<file path="src/rtl/topk_sort_ctrl.sv">
// Batch controller for an external top-k sorter: loads NUM_WORDS scores, runs the
// sorter for SORT_CYCLES cycles, then streams the TOP_K ranked results out.
module topk_sort_ctrl #(
  parameter int DATA_WIDTH  = 16,
  parameter int NUM_WORDS   = 32,
  parameter int TOP_K       = 10,
  parameter int SORT_CYCLES = 275
) (
  input  logic                            clk,
  input  logic                            rst,
  input  logic                            i_start,
  input  logic                            i_abort,
  input  logic                            i_in_valid,
  output logic                            o_in_ready,
  input  logic [DATA_WIDTH-1:0]           i_in_data,
  output logic                            o_sort_rst,
  output logic                            o_sort_en,
  output logic [DATA_WIDTH*NUM_WORDS-1:0] o_array_bus,
  input  logic [DATA_WIDTH*TOP_K-1:0]     i_sort_vals,
  input  logic [6*TOP_K-1:0]              i_sort_ids,
  output logic                            o_out_valid,
  input  logic                            i_out_ready,
  output logic [DATA_WIDTH-1:0]           o_out_data,
  output logic [5:0]                      o_out_id,
  output logic                            o_out_last,
  output logic                            o_busy,
  output logic                            o_done
);

  localparam int ID_W   = 6;
  localparam int WR_W   = (NUM_WORDS > 1)   ? $clog2(NUM_WORDS)   : 1;
  localparam int CYC_W  = (SORT_CYCLES > 1) ? $clog2(SORT_CYCLES) : 1;
  localparam int RANK_W = (TOP_K > 1)       ? $clog2(TOP_K)       : 1;

  localparam logic [WR_W-1:0]   WR_LAST   = WR_W'(NUM_WORDS - 1);
  localparam logic [CYC_W-1:0]  CYC_LAST  = CYC_W'(SORT_CYCLES - 1);
  localparam logic [RANK_W-1:0] RANK_LAST = RANK_W'(TOP_K - 1);

  typedef enum logic [2:0] {S_IDLE, S_LOAD, S_CLR, S_SORT, S_DRAIN} state_t;

  state_t                          r_state;
  state_t                          w_next;
  logic [WR_W-1:0]                 r_wr_cnt;
  logic [CYC_W-1:0]                r_cyc_cnt;
  logic [RANK_W-1:0]               r_rank;
  logic [DATA_WIDTH*NUM_WORDS-1:0] r_array_bus;
  logic                            r_sort_rst;
  logic                            r_sort_en;
  logic                            w_in_xfer;
  logic                            w_out_xfer;

  assign w_in_xfer  = (r_state == S_LOAD)  && i_in_valid;
  assign w_out_xfer = (r_state == S_DRAIN) && i_out_ready;

  // NOTE: every signal written here gets a default first, so no path can infer a latch.
  always_comb begin
    w_next = r_state;
    unique case (r_state)
      S_IDLE:  if (i_start) w_next = S_LOAD;
      S_LOAD:  if (i_abort) w_next = S_IDLE;
               else if (w_in_xfer && r_wr_cnt == WR_LAST) w_next = S_CLR;
      S_CLR:   w_next = i_abort ? S_IDLE : S_SORT;
      S_SORT:  if (i_abort) w_next = S_IDLE;
               else if (r_cyc_cnt == CYC_LAST) w_next = S_DRAIN;
      S_DRAIN: if (i_abort) w_next = S_IDLE;
               else if (w_out_xfer && r_rank == RANK_LAST) w_next = S_IDLE;
      default: w_next = S_IDLE;
    endcase
  end

  // NOTE: sequential state uses non-blocking assignments so every register samples pre-edge values.
  always_ff @(posedge clk or posedge rst) begin
    if (rst) begin
      r_state    <= S_IDLE;
      r_sort_rst <= 1'b1;
      r_sort_en  <= 1'b0;
    end else begin
      r_state    <= w_next;
      r_sort_rst <= (w_next == S_CLR);
      r_sort_en  <= (w_next == S_SORT);
    end
  end

  // NOTE: the batch buffer is reset because it is visible to the sorter and must never show stale data.
  always_ff @(posedge clk or posedge rst) begin
    if (rst) begin
      r_wr_cnt    <= '0;
      r_cyc_cnt   <= '0;
      r_rank      <= '0;
      r_array_bus <= '0;
    end else begin
      unique case (r_state)
        S_IDLE: begin
          r_wr_cnt  <= '0;
          r_cyc_cnt <= '0;
          r_rank    <= '0;
        end
        S_LOAD: if (w_in_xfer && !i_abort) begin
          r_array_bus[r_wr_cnt*DATA_WIDTH +: DATA_WIDTH] <= i_in_data;
          r_wr_cnt <= (r_wr_cnt == WR_LAST) ? '0 : r_wr_cnt + 1'b1;
        end
        S_CLR:   r_cyc_cnt <= '0;
        S_SORT: begin
          r_cyc_cnt <= r_cyc_cnt + 1'b1;
          r_rank    <= '0;
        end
        S_DRAIN: if (w_out_xfer && !i_abort && r_rank != RANK_LAST) r_rank <= r_rank + 1'b1;
        default: ;
      endcase
    end
  end

  assign o_in_ready  = (r_state == S_LOAD);
  assign o_out_valid = (r_state == S_DRAIN);
  assign o_out_last  = (r_state == S_DRAIN) && (r_rank == RANK_LAST);
  assign o_busy      = (r_state != S_IDLE);
  assign o_done      = w_out_xfer && !i_abort && (r_rank == RANK_LAST);
  assign o_sort_rst  = r_sort_rst;
  assign o_sort_en   = r_sort_en;
  assign o_array_bus = r_array_bus;
  assign o_out_data  = i_sort_vals[r_rank*DATA_WIDTH +: DATA_WIDTH];
  assign o_out_id    = i_sort_ids[r_rank*ID_W +: ID_W];

endmodule

</file>
<file path="config.mk">
export PLATFORM = sky130hd
export DESIGN_NAME = topk_sort_ctrl
export DESIGN_NICKNAME = d
export VERILOG_FILES = /design/src/rtl/topk_sort_ctrl.sv
export SDC_FILE = /design/constraint.sdc
export NUM_CORES = 1
export LEC_CHECK = 0
export BUFFER_PORTS_ARGS = -buffer_cell sky130_fd_sc_hd__buf_2
export CAP_MARGIN = 30
export CORE_AREA = 10 10 297 299
export DETAILED_ROUTE_END_ITERATION = 7
export DIE_AREA = 0 0 307 309
export PLACE_DENSITY = 0.53
export SETUP_SLACK_MARGIN = 0.05
export SYNTH_ARGS = -nofsm -noshare
export SYNTH_HDL_FRONTEND = slang
export SYNTH_SLANG_ARGS = --single-unit
</file>
<file path="constraint.sdc">
create_clock -name clk -period 54 [get_ports clk]
set_clock_uncertainty 0.05 [all_clocks]
set_input_delay 10.8 -clock clk [delete_from_list [all_inputs] [get_ports clk]]
set_output_delay 10.8 -clock clk [all_outputs]
set_load 0.1 [all_outputs]
</file>
Yosys cells after proc, flatten, opt, wreduce, memory -nomap -nowiden
Index checks and enable logic that the tools add are counted.
{"block": "word_totals", "ff_bits": 535, "output_inout_bits": 541, "inputBits": 242, "word_cells": 64}
{"block": "classes", "n_mul": 1, "n_mux": 16, "eq_ne": 12, "n_addsub": 4, "shift": 4, "reduce_logical": 20}
{"operator": "bitwise mux 512 bit", "count": 1}
{"operator": "variable shift 16 x 34 -> 512 bit, first input constant", "count": 1}
{"operator": "indexed part select 16 x 34 -> 512 bit", "count": 1}
{"operator": "indexed part select 160 x 9 -> 16 bit", "count": 1}
{"operator": "indexed part select 60 x 8 -> 6 bit", "count": 1}
{"operator": "negator 9 -> 34 bit", "count": 1}
{"operator": "2-to-1 mux 3 bit", "count": 7}
{"operator": "case mux 9 bit (2 select lines)", "count": 1}
{"operator": "case mux 3 bit (5 select lines)", "count": 1}
{"operator": "equality test 3 x 2 -> 1 bit, second input constant", "count": 4}
{"operator": "2-to-1 mux 5 bit", "count": 2}
{"operator": "case mux 5 bit (2 select lines)", "count": 1}
{"operator": "adder 9 x 1 -> 9 bit, second input constant", "count": 1}
{"operator": "equality test 9 bit, second input constant", "count": 1}
{"operator": "logical AND 1 bit", "count": 9}
{"operator": "case mux 4 bit (2 select lines)", "count": 1}
{"operator": "multiplier 4 x 2 -> 6 bit, second input constant", "count": 1}
{"operator": "AND reduction 2 bit", "count": 3}
{"operator": "nonzero test 2 bit", "count": 3}
{"operator": "adder 5 x 1 -> 5 bit, second input constant", "count": 1}
{"operator": "equality test 5 bit, second input constant", "count": 1}
{"operator": "adder 4 x 1 -> 4 bit, second input constant", "count": 1}
{"operator": "equality test 4 bit, second input constant", "count": 1}
{"operator": "2-to-1 mux 4 bit", "count": 1}
{"operator": "other kinds (9)", "count": 11}

Logic depth before layout (Yosys ltp)
Gate-level depths: netlist of the first run.
{"block": "depth", "word_depth": 7, "mapped_depth": 16}

Least setup slack after synthesis of the first run
OpenSTA, ideal clock, no wires.
{"block": "synth_path", "path_type": "input to output", "start": "input i_abort", "end": "output o_done", "t_arrival_ps": 13747, "path_stages": 1, "setup_slack_ps": 29403, "required_time_ps": 43150, "path_cell_list": "nor4_1"}
{"block": "synth_between", "elab_chain_cells": 3}
{"item": "start: declaration", "line": "12", "rtl": "input logic i_abort,"}
{"item": "zero test 1 bit", "line": "117", "rtl": "assign o_done = w_out_xfer && !i_abort && (r_rank == RANK_LAST);"}
{"item": "logical AND 1 bit (2 in series)", "line": "117"}
{"item": "end: declaration", "line": "27", "rtl": "output logic o_done"}
No other way between the ends.

Final worst setup path of the first run
{"block": "layout_path", "start": "input i_sort_vals[14]", "end": "output o_out_data[14]"}
{"block": "layout_between", "elab_chain_cells": 1}
{"item": "start: declaration", "line": "19", "rtl": "input logic [DATA_WIDTH*TOP_K-1:0] i_sort_vals,"}
{"item": "indexed part select 160 x 9 -> 16 bit", "line": "121", "rtl": "assign o_out_data = i_sort_vals[r_rank*DATA_WIDTH +: DATA_WIDTH];"}
{"item": "end: declaration", "line": "23", "rtl": "output logic [DATA_WIDTH-1:0] o_out_data,"}
No other way between the ends.

==> flow_summary_export.csv, run 1 <==
group,metric,value,unit
run_status,status,"completed",
yosys,synth_fp_nets,2353,
clocking,cts_hold_buffers,0,
clocking,clk_pin_slew,50,ps
clocking,cts.sinks,535,
floorplan,die_x,307,µm
timing,rsz0062_at_grt,"false",
timing,setup_viol,0,
routing,drc,0,
floorplan,io_pins,783,
finish,syn_to_final_growth,29.8,%
critical_path,required,43150,ps
flow_run,cap_violations,0,
timing,period_share,43.1,%
timing,finalSetupTns,0,ps
timing,clock.fmax,43.0,MHz
floorplan,fp-row-count,105,
clocking,post_cts_resized,0,
hold_path,min-delay-start,"o_array_bus[181]",
timing,period_needed,23250,ps
routing,antenna_left,0,
critical_path,startpoint,"i_sort_vals[14]",
clocking,cts_made_buffers,59,
finish,final_cell_mix,"buf_2, dfrtp_1, o21ai_0, mux2_2, nand2_1",
yosys,ys_seq_area_share,55.3,%
critical_path,worstSetupStartpointType,"primary input",
finish,multi_input_area,9960,µm²
grt,grt_pass1_wl,160000,µm
grt,gr-usage-met3,5.62,%
yosys,synth_edf_count,0,
yosys,syn-instance-count,2103,
clocking,htreeDepth,2,
critical_path,cp_slowest_cell,"mux4_2",
grt,grt_util_met2,37.8,%
critical_path,r2r-start,"r_wr_cnt[0]",
finish,drive_above_1_share,44.8,%
floorplan,coreArea,81800,µm²
hold_path,hold_class,"flip-flop to flip-flop",
finish,final_common_cell,"buf_2",
clocking,cts_tree,"yes",
clocking,clock_latency,630,ps
routing,drt_iter0_drc,1552,
place,io_buffers,782,
clocking,postCtsSetupRepairBufs,0,
critical_path,critPathKind,"primary input to primary output",
floorplan,initial_utilization,29.6,%
critical_path,slowest_delay,560,ps
yosys,ys_types,59,
critical_path,endpoint_kind,"primary output",
critical_path,critPathBufInv,2,
grt,met1_usage,30.2,%
routing,dr.pass1.iters,5,
yosys,synth_seq_cells,535,
timing,hold_viol_final,0,
routing,viasPerCell,5.18,
place,dp_cells,3839,
grt,grt_pass1_vias,20800,
routing,num_vias,20500,
clocking,cts_root_buffer,"clkbuf_16",
finish,seq_area,13400,µm²
power_and_ir_drop,total_power,1.17,mW
routing,wl,113000,µm
place,hpwl,82300,µm
critical_path,path_delay_family,"multiplexers",
yosys,synth_flop_cell,"dfrtp_1",
critical_path,worstPathCellList,"buf_2, mux4_2, a22oi_1, o21ai_0, buf_2",
finish,fin_cells,3953,
grt,grt_max_degree,163,
place,gp_congestion,0.969,
yosys,async_reset_ff_share,100,%
grt,grtUsageTotal,22.9,%
yosys,avgSynthCellArea,11.5,µm²
routing,wl_per_cell,28.6,µm
yosys,synth_warnings,0,
floorplan,die_y,309,µm
floorplan,dieArea,94900,µm²
critical_path,crit_arrival,12400,ps
power_and_ir_drop,p_per_area,37.2,nW/µm²
yosys,netlist_area,24200,µm²
finish,num-fill-cells,8211,
place,placedInstanceArea,29300,µm²
critical_path,cp_common_cell,"buf_2",
finish,fin_nets,3080,
grt,antenna_found_initial,11,
timing,slew_violations,0,
timing,maxSlewHeadroom,33.0,%
timing,worstMarginPinSlew,1000,ps
clocking,clock_path_buffers,3,
power_and_ir_drop,irDropWorstVdd,29.8,µV
power_and_ir_drop,p_leak,16.4,nW
critical_path,cp_max_fo,1,
grt,grt-busiest-layer,"met2",
finish,final_cell_area,31400,µm²
grt,overflow,0,
## worst paths after layout
kind / endpoint / slack [ps] / cells after the start
worst max-delay path: o_out_data[14] / 30750 / 5
worst min-delay path: o_array_bus[181] / 430 / 1
worst max register to register: o_array_bus[181] / 49360 / 11
worst min register to register: o_array_bus[181] / 430 / 1
max in group asynchronous: o_array_bus[273] / 41570 / 4
min in group asynchronous: o_array_bus[69] / 10210 / 2
## Yosys cell counts (all sizes together) (2+ instances only)
master	n	area, µm²
a21o	4	30.0
a21oi	6	30.0
a22o	2	17.5
a22oi	22	165
and3	33	206
buf	46	288
clkbuf	129	484
dfrtp	534	13400
ha	8	100
inv	54	203
mux2	266	3090
mux2i	69	691
mux4	44	991
nand2	150	563
nand2b	7	43.8
nand3	51	265
nand3b	5	37.5
nand4	23	144
nor2	96	360
nor2b	6	37.5
nor3	47	240
nor3b	3	22.5
nor4	16	224
nor4b	2	23.8
o21a	2	15.0
o21ai	432	2160
o31ai	17	128
or2	3	18.8
or4	6	52.6
or4b	4	43.8
## area by class of cell
| cell class | count | area share (%) |
|---|---|---|
| sequential | 535 | 42.7 |
| multi-input combinational | 1339 | 31.7 |
| timing repair buffer | 841 | 14.1 |
| clock buffer | 90 | 5.55 |
| tap | 1070 | 4.26 |
| clock inverter | 19 | 0.960 |
| inverter | 54 | 0.669 |
| antenna | 5 | 0.0398 |
## stage by stage
stage	hold slack, ps	util (%)	setup slack [ps]
after floorplan	457	-	28200
after global placement	405	35.7	30760
after detailed placement	414	35.9	30790
after CTS	428	38.3	30790
after global routing	453	38.3	30720
final	427	38.4	30750
## layer usage
metal | up-vias | wire (µm) | part of all wire, %
met5 | - | 12 | 0.011
met4 | 2 | 2240 | 2.0
met3 | 111 | 8310 | 7.3
met2 | 784 | 54600 | 48
met1 | 10600 | 48100 | 42
li1 | 8976 | - | -
## cell families after synthesis
| group | Yosys count | share of synthesized area, % |
|---|---|---|
| DFF | 535 | 55.3 |
| AOI/OAI and AO/OA | 494 | 10.8 |
| and+or+nand+nor | 456 | 9.56 |
| muxes | 379 | 19.7 |
| buffers and inverters | 229 | 4.03 |
| adders and majority gates | 8 | 0.414 |
| xor gates and xnor gates | 2 | 0.0724 |
## worst reg2reg max path: cells and delay by family, from the launching register on
family          cells  cell delay [ps]
simple gates        3              970
fa+ha+maj           2             1240
flops               1              320
compound gates      3             1070
buf+inv             3              890
## sequential cells by signal (all words and copies together) (netlist names)
signal,count
o_array_bus,512
r_cyc_cnt,9
r_wr_cnt,5
r_rank,4
r_state,3
o_sort_en,1
o_sort_rst,1
## power by group
part / internal (mW) / switching (mW)
logic: 0.0563 / 0.268
clock network: 0.251 / 0.175
registers: 0.411 / 0.00764
total: 0.719 / 0.450
(Power assumes the default switching activity.)
==> run 2: changes to the inputs <==
--- a/config.mk
+++ b/config.mk
@@ -10,7 +10,7 @@
 export CORE_AREA = 10 10 297 299
 export DETAILED_ROUTE_END_ITERATION = 7
 export DIE_AREA = 0 0 307 309
-export PLACE_DENSITY = 0.53
+export PLACE_DENSITY = 0.55
 export SETUP_SLACK_MARGIN = 0.05
 export SYNTH_ARGS = -nofsm -noshare
 export SYNTH_HDL_FRONTEND = slang
==> constraint.sdc (replaced) <==
create_clock -name clk -period 20.4 [get_ports clk]
set_clock_uncertainty 0.05 [all_clocks]
set_input_delay 4.08 -clock clk [delete_from_list [all_inputs] [get_ports clk]]
set_output_delay 4.08 -clock clk [all_outputs]
set_load 0.1 [all_outputs]
==> flow_summary_export.csv, run 2 (synthesis gave the netlist of run 1 again) <==
group,metric,value,unit
routing,drc,0,
floorplan,initial_utilization,29.6,%
floorplan,fp-row-count,105,
place,io_buffers,782,
finish,fin_nets,3087,
floorplan,coreArea,81800,µm²
routing,met1Wirelength,48100,µm
hold_path,hold_class,"flip-flop to flip-flop",
clocking,cts_tree,"yes",
grt,grt_pass1_vias,21100,
critical_path,required,16270,ps
floorplan,dieArea,94900,µm²
timing,period_share,48.4,%
critical_path,crit_arrival,5750,ps
clocking,cts_hold_buffers,0,
critical_path,endpoint_kind,"primary output",
clocking,clk_pin_slew,60,ps
timing,worstMarginPinSlew,1050,ps
finish,final_util,38.3,%
grt,grt_pass1_wl,161000,µm
routing,viasPerCell,5.20,
power_and_ir_drop,p_leak,16.4,nW
routing,num_vias,20500,
routing,dr.pass1.iters,5,
flow_run,cap_violations,0,
routing,drt_iter0_drc,1397,
place,placedInstanceArea,29400,µm²
timing,period_needed,9880,ps
clocking,post_cts_resized,0,
clocking,clock_latency,610,ps
finish,largest_register_ff_count,512,
timing,hold_viol_final,0,
grt,grtUsageTotal,23.1,%
clocking,cts_root_buffer,"clkbuf_16",
critical_path,worstSetupStartpointType,"primary input",
routing,dr_wl_met2,52900,µm
grt,grt_max_degree,129,
clocking,clock_path_buffers,3,
run_status,status,"completed",
floorplan,io_pins,783,
clocking,cts.sinks,535,
timing,slew_violations,0,
finish,drive_above_1_share,44.8,%
power_and_ir_drop,irDropWorstVdd,61.9,µV
timing,setup_viol,0,
finish,final_cell_mix,"buf_2, dfrtp_1, o21ai_0, mux2_2, nand2_1",
grt,antenna_found_initial,11,
clocking,htreeDepth,2,
finish,syn_to_final_growth,29.5,%
clocking,cts_made_buffers,59,
place,gp_congestion,0.961,
routing,dr_wl_met3,9260,µm
timing,clock.fmax,101,MHz
routing,antenna_left,0,
timing,rsz0062_at_grt,"false",
timing,maxSlewHeadroom,29.5,%
timing,finalSetupTns,0,ps
critical_path,critPathKind,"primary input to primary output",
critical_path,cp_max_fo,1,
floorplan,die_x,307,µm
routing,wl_per_cell,28.8,µm
place,hpwl,83900,µm
floorplan,die_y,309,µm
grt,overflow,0,
finish,final_cell_area,31300,µm²
routing,topRoutingLayerUsed,"met5",
clocking,postCtsSetupRepairBufs,0,
finish,final_common_cell,"buf_2",
routing,wl,114000,µm
power_and_ir_drop,p_per_area,97.6,nW/µm²
## run 2: cell types whose count changed in the layout (fill, tap and decap cells not counted), sizes merged
cell / delta
clkinvlp: +2
clkbuf: -9
buf: +7
diode: -3
inv: -3
bufinv: -1
clkinv: +5
## run 2: cell type report
class | count | area (µm²)
fillers | 8183 | 50500
flip-flops and latches | 535 | 13400
inverters | 54 | 210
clock buffers | 81 | 1630
multi-input cells | 1339 | 9960
repair buffers | 848 | 4490
clock inverters | 22 | 289
diodes | 2 | 5.00
well taps | 1070 | 1340
## run 2: worst max-delay path, cell delays in order
cell and delay [ps]:
buf_2 120, mux4_2 440, a22oi_1 280, o21ai_0 390, buf_2 430
## run 2: worst paths after layout
check                                      start  slack [ps]          endpoint  depth (start not counted)
worst max-delay path             i_sort_vals[81]       10520     o_out_data[1]                          5
worst min-delay path            o_array_bus[439]         440  o_array_bus[439]                          1
worst max register to register       r_wr_cnt[0]       16030  o_array_bus[190]                         12
worst min register to register  o_array_bus[439]         440  o_array_bus[439]                          1
max in group asynchronous                    rst       13870  o_array_bus[352]                          7
min in group asynchronous                    rst        3620  o_array_bus[333]                          2
## run 2: metal layers
| layer | up-vias | global-route usage (%) |
|---|---|---|
| met5 | - | 0 |
| met3 | 180 | 6.85 |
| met1 | 10600 | 30.0 |
| li1 | 8974 | - |
| met4 | 6 | 7.51 |
| met2 | 775 | 36.4 |
## run 2: metrics by stage
step	hold WS (ps)	power, mW	setup slack (ps)	std cells
after floorplan	457	1.65	1320	2103
after global placement	408	1.99	10620	3838
after detailed placement	411	2.00	10630	3845
after CTS	433	3.08	10620	3948
after global routing	449	3.17	10570	3951
final	439	3.06	10520	3951
## run 2: report_power, final
part	internal, mW	switching [mW]	leakage, nW
Clock	0.620	0.456	0.929
Sequential	1.09	0.0199	7.26
Combinational	0.154	0.717	8.17
Total	1.86	1.19	16.4
==> run 3: changes to the inputs <==
--- a/config.mk
+++ b/config.mk
@@ -5,11 +5,12 @@
 export SDC_FILE = /design/constraint.sdc
 export NUM_CORES = 1
 export LEC_CHECK = 0
+export ABC_AREA = 1
 export BUFFER_PORTS_ARGS = -buffer_cell sky130_fd_sc_hd__buf_2
 export CAP_MARGIN = 30
-export CORE_AREA = 10 10 297 299
+export CORE_AREA = 10 10 295 297
 export DETAILED_ROUTE_END_ITERATION = 7
-export DIE_AREA = 0 0 307 309
+export DIE_AREA = 0 0 305 307
 export PLACE_DENSITY = 0.55
 export SETUP_SLACK_MARGIN = 0.05
 export SYNTH_ARGS = -nofsm -noshare
==> constraint.sdc (replaced) <==
create_clock -name clk -period 9.88 [get_ports clk]
set_clock_uncertainty 0.05 [all_clocks]
set_input_delay 1.976 -clock clk [delete_from_list [all_inputs] [get_ports clk]]
set_output_delay 1.976 -clock clk [all_outputs]
set_load 0.1 [all_outputs]
==> flow_summary_export.csv, run 3 <==
group,metric,value,unit
timing,setup_viol,0,
floorplan,die_y,307,µm
finish,multi_input_area,10600,µm²
timing,finalSetupTns,0,ps
routing,viasPerCell,5.04,
timing,worstMarginPinSlew,1050,ps
timing,clock.fmax,165,MHz
hold_path,worstHoldPathCells,2,
yosys,synth_edf_count,0,
power_and_ir_drop,p_sw_share,40.3,%
critical_path,crit_cells,5,
hold_path,hold_class,"flip-flop to flip-flop",
power_and_ir_drop,pwr-share-seq,35.4,%
hold_path,min-delay-start,"o_array_bus[334]",
critical_path,regToRegSetupSlack,5100,ps
critical_path,crit_arrival,4050,ps
critical_path,endpoint_kind,"primary output",
clocking,cts.sinks,535,
yosys,synth_warnings,0,
timing,period_needed,6080,ps
routing,antenna_left,0,
finish,final_util,39.5,%
finish,syn_to_final_growth,26.7,%
critical_path,path_delay_family,"buffers and inverters",
critical_path,slowest_delay,1130,ps
yosys,netlist_area,25400,µm²
place,gp_congestion,0.918,
finish,fin_nets,4155,
timing,hold_viol_final,0,
clocking,cts_hold_buffers,0,
finish,largest_register_ff_count,512,
routing,drt_iter0_drc,2169,
timing,rsz0062_at_grt,"false",
timing,period_share,61.5,%
finish,final_cell_mix,"nand2_1, buf_2, dfrtp_1, nor2_1, nand3_1",
power_and_ir_drop,combPwrFrac,28.0,%
power_and_ir_drop,total_power,6.33,mW
timing,setup_ws,3800,ps
clocking,cts_made_buffers,61,
floorplan,initial_utilization,31.2,%
critical_path,critPathBufInv,3,
run_status,status,"completed",
power_and_ir_drop,p_leak,17.3,nW
critical_path,r2r_end,"o_array_bus[63]",
place,placedInstanceArea,30000,µm²
place,dp_slack,4410,ps
power_and_ir_drop,irDropWorstVdd,163,µV
yosys,async_reset_ff_share,100,%
flow_run,cap_violations,0,
yosys,syn-instance-count,3241,
floorplan,fp-row-count,105,
clocking,clock_latency,650,ps
floorplan,io_pins,783,
hold_path,hold-path-endpoint,"o_array_bus[334]",
yosys,synthTopCellsByArea,"dfrtp_1, nand2_1, nand3_1",
grt,grt_pass1_wl,177000,µm
place,io_buffers,782,
critical_path,cp_slowest_cell,"nand3_1",
yosys,netlist_top_cells_count,"nand2_1, dfrtp_1, nor2_1",
grt,antenna_found_initial,17,
timing,slew_violations,0,
critical_path,worstPathCellList,"buf_4, clkinv_1, nand3_1, o21ai_0, buf_2",
place,hpwl,91300,µm
clocking,clk_pin_slew,70,ps
power_and_ir_drop,p_per_area,197,nW/µm²
yosys,synth_seq_cells,535,
clocking,clock_path_buffers,3,
critical_path,worstSetupStartpointType,"flip-flop",
grt,grt_max_degree,156,
routing,drc,0,
grt,grtUsageTotal,25.2,%
clocking,cts_root_buffer,"clkbuf_16",
finish,final_common_cell,"nand2_1",
routing,wl,124000,µm
power_and_ir_drop,p_int,3.78,mW
yosys,ys_seq_area_share,52.8,%
power_and_ir_drop,switchingPower,2.55,mW
critical_path,cp_max_fo,26,
yosys,netlist.top_cell.by_area,"dfrtp_1",
critical_path,required,7850,ps
critical_path,critPathKind,"flip-flop to primary output",
yosys,synth_flop_cell,"dfrtp_1",
yosys,ys_types,35,
power_and_ir_drop,pwr-share-clk,36.6,%
clocking,postCtsSetupRepairBufs,0,
clocking,htreeDepth,2,
clocking,post_cts_resized,0,
grt,overflow,0,
routing,dr.pass1.iters,5,
floorplan,die_x,305,µm
clocking,cts_tree,"yes",
finish,seq_area,13400,µm²
yosys,netlist.area_leader.share,52.7,%
routing,wl_per_cell,24.5,µm
yosys,synth_fp_nets,3491,
floorplan,coreArea,81300,µm²
finish,num-fill-cells,8682,
yosys,synthMostInstantiatedCell,"nand2_1",
finish,final_cell_area,32100,µm²
timing,maxSlewHeadroom,30.0,%
routing,num_vias,25400,
critical_path,reg2reg_depth,12,
finish,drive_above_1_share,24.6,%
floorplan,dieArea,93600,µm²
yosys,avgSynthCellArea,7.82,µm²
grt,grt_pass1_vias,24700,
critical_path,r2r-start,"r_wr_cnt[0]",
-- run 3: cell types whose count changed in the layout (fill, tap and decap cells not counted), moves of 22 or more --
cell,previous run,this run
nand2_1,150,1143
nor2_1,94,410
nand3_1,48,315
mux2_2,240,0
o21ai_0,429,211
o21ai_1,1,121
mux2i_1,68,22
mux4_2,44,0
o211ai_1,0,44
and3_1,33,0
buf_4,59,27
mux2_4,26,0
a22oi_1,22,0
nor3_1,46,24
-- run 3: logic make-up (layout without fill, tap and decap cells) --
group / count (synthesis) / in the layout / share of synthesized area [%]
other: 0 / 8 / 0
and+or+nand+nor: 1976 / 1976 / 32.2
adders and majority gates: 8 / 8 / 0.395
xor gates and xnor gates: 3 / 3 / 0.104
muxes: 22 / 22 / 0.868
AOI/OAI and AO/OA: 396 / 396 / 8.32
buffers and inverters: 301 / 1015 / 5.30
DFF: 535 / 535 / 52.8
-- run 3: routing by layer --
metal	GRT usage [%]	wire [µm]	vias up	part of all wire, %
met2	39.7	56400	1002	46
met1	32.7	52200	12300	42
met4	8.02	3730	8	3.0
met5	0	55	-	0.045
met3	7.84	11200	183	9.1
li1	-	-	11800	-
-- run 3: layout make-up --
cell class	instances	share of cell area, %
multi-input cells	2405	33.1
inverters	82	0.997
repair buffers	820	13.6
clock buffers	95	5.62
diodes	8	0.0623
well taps	1070	4.17
flip-flops and latches	535	41.7
clock inverters	18	0.767
-- run 3: worst max path at each step --
stage | from | to | slack, ps
final | r_rank[2] | o_out_data[4] | 3800
after global routing | r_rank[2] | o_out_data[4] | 3590
after CTS | r_rank[2] | o_out_data[4] | 3780
after detailed placement | i_sort_vals[86] | o_out_data[6] | 4410
after global placement | i_sort_vals[86] | o_out_data[6] | 4430
after floorplan | rst | o_array_bus[0] | 580
-- run 3: power by group through the flow --
stage / logic [mW] / clock network [mW] / registers, mW
floorplan: 0.970 / 0 / 2.44
global placement: 1.77 / 0 / 2.28
detailed placement: 1.77 / 0 / 2.28
CTS: 1.77 / 2.36 / 2.24
global route: 1.88 / 2.45 / 2.24
finish: 1.78 / 2.32 / 2.24
-- run 3: per-stage QoR --
| step | hold WS [ps] | instances |
|---|---|---|
| after floorplan | 436 | 3241 |
| after global placement | 398 | 4904 |
| after detailed placement | 403 | 4911 |
| after CTS | 417 | 5024 |
| after global routing | 430 | 5032 |
| final | 414 | 5033 |
-- run 3: worst reg2reg max path: cells and delay by family (launching register included) --
| kind | cells | cell delay (ps) |
|---|---|---|
| fa+ha+maj | 2 | 580 |
| flops | 1 | 560 |
| simple gates | 6 | 1630 |
| buf+inv | 4 | 1800 |
